**config.mk**
```make
export PLATFORM = sky130hd
export DESIGN_NAME = instr_scan_decode
export DESIGN_NICKNAME = d
export VERILOG_FILES = /design/src/rtl/instr_pkg.sv /design/src/rtl/instr_field_decode.sv /design/src/rtl/instr_scan_decode.sv
export SDC_FILE = /design/constraint.sdc
export NUM_CORES = 1
export LEC_CHECK = 0
export CAP_MARGIN = 40
export CORE_MARGIN = 3
export CORE_UTILIZATION = 40
export CTS_CLUSTER_DIAMETER = 30
export DETAILED_ROUTE_END_ITERATION = 6
export DONT_BUFFER_PORTS = 1
export PLACE_DENSITY = 0.52
export REMOVE_ABC_BUFFERS = 1
export SETUP_SLACK_MARGIN = 0.15
export SYNTH_ARGS = -nofsm -noshare
export SYNTH_HDL_FRONTEND = slang
export SYNTH_SLANG_ARGS = --single-unit
```
**constraint.sdc**
```tcl
create_clock -name clk -period 1.93 [get_ports clk]
set_input_delay 0.193 -clock clk [delete_from_list [all_inputs] [get_ports clk]]
set_output_delay 0.193 -clock clk [all_outputs]
set_load 0.01 [all_outputs]
```
**src/rtl/instr_pkg.sv**
```systemverilog
// Shared MIPS instruction-format definitions: format encoding, opcodes and field positions.
// Used by the scan/decode sequencer and by the ALU/control blocks.
package instr_pkg;

    typedef enum logic [1:0] {
        FMT_R = 2'd0,
        FMT_I = 2'd1,
        FMT_J = 2'd2
    } fmt_t;

    localparam logic [5:0] OP_RTYPE = 6'd0;
    localparam logic [5:0] OP_J     = 6'd2;
    localparam logic [5:0] OP_JAL   = 6'd3;

    localparam int unsigned OP_LSB     = 26;
    localparam int unsigned RS_LSB     = 21;
    localparam int unsigned RT_LSB     = 16;
    localparam int unsigned RD_LSB     = 11;
    localparam int unsigned SHAMT_LSB  = 6;
    localparam int unsigned FUNCT_LSB  = 0;
    localparam int unsigned IMM_LSB    = 0;
    localparam int unsigned TARGET_LSB = 0;

    localparam int unsigned OP_W     = 6;
    localparam int unsigned REG_W    = 5;
    localparam int unsigned FUNCT_W  = 6;
    localparam int unsigned IMM_W    = 16;
    localparam int unsigned TARGET_W = 26;

    typedef struct packed {
        fmt_t                fmt;
        logic [OP_W-1:0]     op;
        logic [REG_W-1:0]    rs;
        logic [REG_W-1:0]    rt;
        logic [REG_W-1:0]    rd;
        logic [REG_W-1:0]    shamt;
        logic [FUNCT_W-1:0]  funct;
        logic [IMM_W-1:0]    imm;
        logic [TARGET_W-1:0] target;
    } instr_dec_t;

endpackage

```
**src/rtl/instr_field_decode.sv**
```systemverilog
// Combinational split of a 32-bit MIPS word into its format and every field.
module instr_field_decode
    import instr_pkg::*;
(
    input  logic [31:0] word,
    output instr_dec_t  dec
);

    always_comb begin
        dec        = '0;
        dec.op     = word[OP_LSB     +: OP_W];
        dec.rs     = word[RS_LSB     +: REG_W];
        dec.rt     = word[RT_LSB     +: REG_W];
        dec.rd     = word[RD_LSB     +: REG_W];
        dec.shamt  = word[SHAMT_LSB  +: REG_W];
        dec.funct  = word[FUNCT_LSB  +: FUNCT_W];
        dec.imm    = word[IMM_LSB    +: IMM_W];
        dec.target = word[TARGET_LSB +: TARGET_W];
        if (dec.op == OP_RTYPE) begin
            dec.fmt = FMT_R;
        end else if (dec.op == OP_J || dec.op == OP_JAL) begin
            dec.fmt = FMT_J;
        end else begin
            dec.fmt = FMT_I;
        end
    end

endmodule

```
**src/rtl/instr_scan_decode.sv**
```systemverilog
// Fetch-and-decode sequencer: reads `count` words from memory starting at `base_addr`,
// decodes each and hands them out over valid/ready with per-format statistics.
module instr_scan_decode
    import instr_pkg::*;
#(
    parameter int unsigned ADDR_W = 32,
    parameter int unsigned CNT_W  = 8,
    parameter int unsigned STRIDE = 4,
    parameter int unsigned RD_LAT = 0
) (
    input  logic              clk,
    input  logic              reset_n,
    input  logic              start,
    input  logic [ADDR_W-1:0] base_addr,
    input  logic [CNT_W-1:0]  count,
    output logic [ADDR_W-1:0] mem_addr,
    output logic              mem_read,
    output logic              mem_write,
    output logic [31:0]       mem_wdata,
    input  logic [31:0]       mem_rdata,
    output logic              out_valid,
    input  logic              out_ready,
    output logic [1:0]        out_fmt,
    output logic [ADDR_W-1:0] out_pc,
    output logic [5:0]        out_op,
    output logic [4:0]        out_rs,
    output logic [4:0]        out_rt,
    output logic [4:0]        out_rd,
    output logic [4:0]        out_shamt,
    output logic [5:0]        out_funct,
    output logic [15:0]       out_imm,
    output logic [25:0]       out_target,
    output logic              busy,
    output logic              done,
    output logic [CNT_W-1:0]  n_r,
    output logic [CNT_W-1:0]  n_i,
    output logic [CNT_W-1:0]  n_j
);

    localparam int unsigned WAIT_W = 2;

    typedef enum logic [2:0] {
        S_IDLE,
        S_REQ,
        S_WAIT,
        S_OUT,
        S_DONE
    } state_t;

    state_t            state;
    state_t            state_d;
    logic [ADDR_W-1:0] pc;
    logic [CNT_W-1:0]  rem;
    logic [WAIT_W-1:0] wcnt;
    instr_dec_t        dec_c;
    instr_dec_t        out_q;
    logic              start_acc;
    logic              capture;
    logic              handshake;

    instr_field_decode u_decode (
        .word (mem_rdata),
        .dec  (dec_c)
    );

    assign mem_write  = 1'b0;
    assign mem_wdata  = '0;
    // Address is the scan pointer itself; it only moves on a handshake, so it is stable through REQ/WAIT.
    assign mem_addr   = pc;
    assign out_fmt    = out_q.fmt;
    assign out_op     = out_q.op;
    assign out_rs     = out_q.rs;
    assign out_rt     = out_q.rt;
    assign out_rd     = out_q.rd;
    assign out_shamt  = out_q.shamt;
    assign out_funct  = out_q.funct;
    assign out_imm    = out_q.imm;
    assign out_target = out_q.target;

    always_ff @(posedge clk or negedge reset_n) begin
        if (!reset_n) begin
            state <= S_IDLE;
        end else begin
            state <= state_d;
        end
    end

    always_comb begin
        state_d   = state;
        start_acc = 1'b0;
        capture   = 1'b0;
        handshake = 1'b0;
        case (state)
            S_IDLE: begin
                if (start) begin
                    start_acc = 1'b1;
                    state_d   = (count == '0) ? S_DONE : S_REQ;
                end
            end
            S_REQ: begin
                if (RD_LAT == 0) begin
                    capture = 1'b1;
                    state_d = S_OUT;
                end else begin
                    state_d = S_WAIT;
                end
            end
            S_WAIT: begin
                if (wcnt == WAIT_W'(RD_LAT - 1)) begin
                    capture = 1'b1;
                    state_d = S_OUT;
                end
            end
            S_OUT: begin
                if (out_ready) begin
                    handshake = 1'b1;
                    state_d   = (rem == CNT_W'(1)) ? S_DONE : S_REQ;
                end
            end
            S_DONE:  state_d = S_IDLE;
            default: state_d = S_IDLE;
        endcase
    end

    // Datapath, statistics and registered handshake/status outputs.
    always_ff @(posedge clk or negedge reset_n) begin
        if (!reset_n) begin
            pc        <= '0;
            rem       <= '0;
            wcnt      <= '0;
            out_q     <= '0;
            out_pc    <= '0;
            n_r       <= '0;
            n_i       <= '0;
            n_j       <= '0;
            mem_read  <= 1'b0;
            out_valid <= 1'b0;
            busy      <= 1'b0;
            done      <= 1'b0;
        end else begin
            if (start_acc) begin
                pc  <= base_addr;
                rem <= count;
                n_r <= '0;
                n_i <= '0;
                n_j <= '0;
            end
            if (state == S_WAIT) begin
                wcnt <= wcnt + WAIT_W'(1);
            end else begin
                wcnt <= '0;
            end
            if (capture) begin
                out_q  <= dec_c;
                out_pc <= pc;
            end
            if (handshake) begin
                pc  <= pc + ADDR_W'(STRIDE);
                rem <= rem - CNT_W'(1);
                case (out_q.fmt)
                    FMT_R:   n_r <= n_r + CNT_W'(1);
                    FMT_I:   n_i <= n_i + CNT_W'(1);
                    FMT_J:   n_j <= n_j + CNT_W'(1);
                    default: ;
                endcase
            end
            mem_read  <= (state_d == S_REQ) || (state_d == S_WAIT);
            out_valid <= (state_d == S_OUT);
            busy      <= (state_d != S_IDLE);
            done      <= (state_d == S_DONE);
        end
    end

endmodule

```
==> results.cfg, run 1 <==
[critical_path]
r2r_setup_slack_ns = 0.1
cpMaxStageDelayCell = dfrtp_1
max_stage_delay_ns = 0.39
end_kind = flip-flop
critPathArrivalTime_ns = 2.12
crit_top_cell = buf_6
cp_max_fo = 5
cp.required_ns = 2.22
path_class = reg -> reg
path_cells = buf_6 > buf_6 > nand4b_1 > buf_6 > nor3_4 > and3_4 > nand4_1 > mux2i_1
start_kind = flip-flop
worst-path-buf-inv = 3
crit_family = simple AND/OR/NAND/NOR gates

[synth]
syn_avg_cell_area_sq_um = 10.8
syn_inst = 640
synth_top_family_by_area = simple AND/OR/NAND/NOR gates
synthXorXnorAreaFrac_pct = 0.632
synth-compound-area-share_pct = 10.4
synthAdderAreaFrac_pct = 1.26
ys_top_cells_by_area = dfrtp_1 50%, mux2_2 9.6%, buf_4 8.5%
synth-simple-area-share_pct = 15.1
synthMuxAreaShare_pct = 11.6
ys_ff_latch = 139
synth_top_area_share_pct = 50.2
async_flop_share_pct = 100
synth_largest_area_cell = dfrtp_1
seq_area_frac_synth_pct = 50.2
synthesis.area_sq_um = 6920
ys_types = 55
ys.flop_type = dfrtp_1
yosys_warnings = 0
synth_edf_count = 0

[status]
status = complete, but fails checks
violations = negative hold slack

[sta]
hold_violations = 139
worst_clock_skew_ns = 0.0111
slew_viol_final = 0
fmax_ghz = 0.546
hold_slack_ns = -0.525
fin_crit_ns = 1.83
period_share_pct = 94.9
rsz0062_at_grt = yes
setup_viol = 0

[cts]
hold_buffers = 73
root_buffer = clkbuf_16
cts_buffers = 17
path_clk_slew_ns = 0.06
cts_buffer_depth = 2
htree_levels = 4
cts_sinks = 139
clock_latency_ns = 0.42
cts_tree = yes

[cells_and_area]
multi_input_area_sq_um = 3210
fill_cells = 1384
syn_to_final_growth_pct = 34.5
regArea_sq_um = 3480
utilization_pct = 55.6
layout.nets = 829
num_antenna_cells = 0
fin_cells = 978
drive_gt1_share_pct = 28.6
final_cell_area_sq_um = 9310

[place]
placed_cell_area_sq_um = 7020
gp_congestion = 0.824
dp.cells = 835
dp_hpwl_mm = 12.9
io_buffers = 0

[floorplanning]
die_width_microns = 138
top_level_ports = 277
core_sq_um = 16800
num_rows = 47
start_util_pct = 41.3
dieArea_sq_um = 18900
die_height_microns = 138

[pwr]
p_leak_nw = 4.20
p_per_area_nw_per_um2 = 1610
irDropWorstVdd_mv = 0.791

[global_routing]
grt_pass1_wl_mm = 29.3
grt_max_degree = 140
grt_pass1_vias = 5327
grt_use_total_pct = 20.1
gr-total-overflow = 0
antenna_found_initial = 0

[route]
drt-wirelength-per-cell_microns = 21.5
routed_wl_mm = 21.0
num_vias = 5443
first_pass_iters = 5
routed_via_density = 5.57
drtIter0Drc = 340
ant_nets = 0
route.detailed.drc = 0

[job]
max-cap-violations = 0

[worst_hold_path]
min_path_type = in -> async
==> cell families after synthesis <==
logic type	Yosys count
compound gates	106
xor+xnor	5
fa+ha+maj	7
buf+inv	114
flops	139
mux	72
other cells	1
simple gates	196
==> layout make-up <==
class / instances / area share (%)
clock buffer: 21 / 5.05
clock inverter: 10 / 1.76
inverter: 7 / 0.282
multi-input combinational: 419 / 34.4
sequential: 139 / 37.4
tap: 220 / 2.96
timing repair buffer: 162 / 18.1
==> power by group <==
group | internal, W | total [W] | switching [W]
registers | 0.00403 | 0.00583 | 0.00180
logic | 0.00309 | 0.00566 | 0.00257
clock network | 0.00226 | 0.00352 | 0.00125
total | 0.00938 | 0.0150 | 0.00563
==> flip-flops by register name, indices dropped and copies added (netlist names), 3 cells and up <==
name       flops
out_rt         4
out_rs         5
out_rd         4
out_shamt      4
n_j            8
n_i            8
out_op         6
out_funct      5
state          3
rem            8
out_pc        32
n_r            8
mem_addr      32
==> stage by stage <==
step | worst slack [ns] | hold WS (ns) | setup TNS (ns) | total power, W
floorplan | -3.84 | -0.103 | -319.11 | 0.00790
global placement | 0.00814 | -0.0980 | 0 | 0.00948
detailed placement | 0.00501 | -0.0993 | 0 | 0.00964
CTS | 0.118 | -0.546 | 0 | 0.0137
global route | -0.0253 | -0.552 | -0.0253 | 0.0158
finish | 0.0991 | -0.525 | 0 | 0.0150
==> worst paths after layout <==
| kind | from | end | depth (start not counted) |
|---|---|---|---|
| max in group asynchronous | reset_n | mem_addr[7] | 0 |
| min | reset_n | mem_addr[1] | 0 |
| min reg2reg | wcnt[0] | wcnt[0] | 1 |
| max reg2reg | state[2] | n_j[5] | 8 |
| max | state[2] | n_j[5] | 8 |
| min in group clk | mem_rdata[30] | out_fmt[0] | 2 |
==> routing by layer <==
metal | share of wire [%] | track usage (%) | vias to the layer above
met4 | 1.9 | 4.60 | 0
li1 | - | - | 2435
met2 | 49 | 33.4 | 273
met5 | 0 | 0 | -
met3 | 8.2 | 6.90 | 23
met1 | 40 | 25.4 | 2712
==> timing repair <==
action | CTS | global route
endpoints found under the setup margin | 76 | 107
hold endpoints to repair | 215 | 139
gates resized for setup | 23 | 101
pin swaps | 3 | 17
cloned | 1 | 9
setup buffers | 12 | 17
==> cell usage after synthesis, drive strengths merged, types with 2 or more instances <==
cell type	count
and3	7
o21ai	36
and2	3
o311ai	17
o22ai	2
inv	7
a31oi	7
ha	7
a221o	6
xor2	5
nor3	8
a22oi	7
clkbuf	8
a21o	2
and4	2
nor4	11
nand2	80
a21oi	6
nor2	20
or4	2
nor2b	2
nor4b	2
o31ai	2
buf	99
nand3	31
nand4	19
mux2i	7
mux2	65
dfrtp	139
a41oi	2
nand2b	3
o211ai	15
==> cell usage in the layout, fill, tap and decap left out, types with 6 or more instances in the layout <==
master / instances
a221o_1: 6
buf_6: 9
o211ai_1: 15
mux2_4: 55
mux2_2: 10
a22oi_1: 7
nor2_1: 17
o21ai_1: 17
clkbuf_16: 23
conb_1: 33
a31oi_1: 7
buf_4: 61
inv_1: 7
nand3_1: 27
o21ai_0: 18
dlygate4sd3_1: 73
ha_1: 6
nand2_1: 75
nor3_1: 6
mux2i_1: 7
and3_1: 6
o311ai_1: 15
dfrtp_1: 137
nand4_1: 18
Power figures use the tool's default switching activity.
==> run 2: changes to the inputs <==
Settings changed: PLACE_DENSITY 0.52 to 0.63, RECOVER_POWER set to 100.
==> results.cfg, run 2 (same netlist as run 1, synthesis figures left out) <==
[floorplanning]
die_height_microns = 138
start_util_pct = 41.3
num_rows = 47
core_sq_um = 16800
dieArea_sq_um = 18900
top_level_ports = 277
die_width_microns = 138

[cells_and_area]
final_common_cell = dfrtp_1
syn_to_final_growth_pct = 26.3
fill_cells = 1504
layout.nets = 819
drive_gt1_share_pct = 23.0
final_cell_mix = 136 x dfrtp_1, 76 x nand2_1, 74 x dlygate4sd3_1
final_cell_area_sq_um = 8740
fin_cells = 969

[place]
dp.cells = 832
io_buffers = 0
dp_hpwl_mm = 12.2
placed_cell_area_sq_um = 7020
gp_congestion = 0.774

[pwr]
p_leak_nw = 3.82
clock_power_share_pct = 24.9
total_power_w = 0.0137
intPower_w = 0.00831
p_per_area_nw_per_um2 = 1560
irDropWorstVdd_mv = 1.05
combPwrFrac_pct = 32.7
power_frac_seq_pct = 42.4
p_switching_w = 0.00536
swShare_pct = 39.2

[global_routing]
gr-total-overflow = 0
grt_pass1_vias = 5230
grt_use_total_pct = 19.2
grt_max_degree = 140
antenna_found_initial = 1
grt_pass1_wl_mm = 28.0

[critical_path]
max_stage_delay_ns = 0.41
crit_top_cell = buf_4
path_class = reg -> reg
r2r_setup_slack_ns = 0.12
cp.required_ns = 2.23
cp_max_fo = 8
reg2reg_depth = 6
path_cells = buf_4 > nand3b_1 > a21oi_4 > buf_6 > buf_4 > mux2_2
critPathArrivalTime_ns = 2.11
start_kind = flip-flop
cpMaxStageDelayCell = dfrtp_1
end_kind = flip-flop

[route]
routed_via_density = 5.43
drtIter0Drc = 273
route.detailed.drc = 0
dr_wl_met3_mm = 1.43
top_layer_used = met4
first_pass_iters = 4
routed_wl_mm = 19.4
ant_nets = 0
wl_met1_mm = 7.67
drt-wirelength-per-cell_microns = 20.0
met2_length_mm = 9.92
num_vias = 5262

[cts]
htree_levels = 4
root_buffer = clkbuf_16
clock_latency_ns = 0.42
cts_tree = yes
cts_sinks = 139
cts_buffer_depth = 2
cts_buffers = 17
path_clk_slew_ns = 0.06

[job]
max-cap-violations = 0

[sta]
worst_clock_skew_ns = 0.00844
fmax_ghz = 0.553
setup_viol = 0
worst_pin_slew_ns = 0.535
fin_crit_ns = 1.81
period_share_pct = 93.6
slew_viol_final = 0
hold_slack_ns = -0.527
rsz0062_at_grt = yes
slew_headroom_pct = 64.3
hold_violations = 139

[status]
status = complete, but fails checks
violations = negative hold slack

[worst_hold_path]
min_path_type = in -> async
[run 2: per-layer routing]
layer  vias up  global-route usage, %
li1       2416                      -
met1      2606                   22.7
met2       220                   33.0
met3        20                   6.90
met4         0                   5.54
met5         -                      0
[run 2: final cells by class]
type / instances / area (sq um) / area share [%]
Sequential cell: 139 / 3480 / 39.8
Multi-Input combinational cell: 420 / 2910 / 33.2
Timing Repair Buffer: 151 / 1440 / 16.5
Clock buffer: 17 / 425 / 4.87
Tap cell: 220 / 275 / 3.15
Clock inverter: 14 / 186 / 2.13
Inverter: 7 / 26.3 / 0.301
Antenna cell: 1 / 2.50 / 0.0286
[run 2: through the flow]
stage                     hold slack, ns  util (%)  setup slack (ns)  setup TNS [ns]
final                             -0.527      52.2             0.123               0
after global routing              -0.561      52.2            0.0206               0
after floorplan                   -0.103         -             -3.84         -319.11
after detailed placement         -0.0986      41.9            0.0708               0
after CTS                         -0.553      50.7             0.106               0
after global placement           -0.0988      41.9             0.134               0
[run 2: worst max-delay path, delay by kind of cell (launching register included)]
family / cells / cell delay (ns)
compound gates: 1 / 0.19
buf+inv: 3 / 0.57
flops: 1 / 0.41
mux: 1 / 0.35
simple gates: 1 / 0.17
[run 2: what timing repair did]
item                                    in CTS  in global routing
hold buffers                                73                  1
gates resized for setup                      7                 31
endpoints found under the setup margin      82                110
pin swaps                                    3                 11
setup buffers                               10                 15
endpoints found under the hold margin      216                140
gates cloned                                 1                  5
[run 2: worst paths after layout]
| path | from | end |
|---|---|---|
| hold / removal | reset_n | out_pc[0] |
| hold reg to reg | wcnt[0] | wcnt[0] |
| max in group asynchronous | reset_n | out_pc[26] |
| setup / recovery | state[1] | out_pc[26] |
| setup reg to reg | state[1] | out_pc[26] |
| min in group clk | out_ready | state[1] |
[run 2: power groups by stage]
stage / Sequential (W) / Clock [W] / Combinational [W]
2_1_floorplan: 0.00576 / 0 / 0.00215
3_3_place_gp: 0.00580 / 0 / 0.00363
3_5_place_dp: 0.00585 / 0 / 0.00380
4_1_cts: 0.00581 / 0.00347 / 0.00415
5_1_grt: 0.00600 / 0.00360 / 0.00487
6_report: 0.00580 / 0.00340 / 0.00447
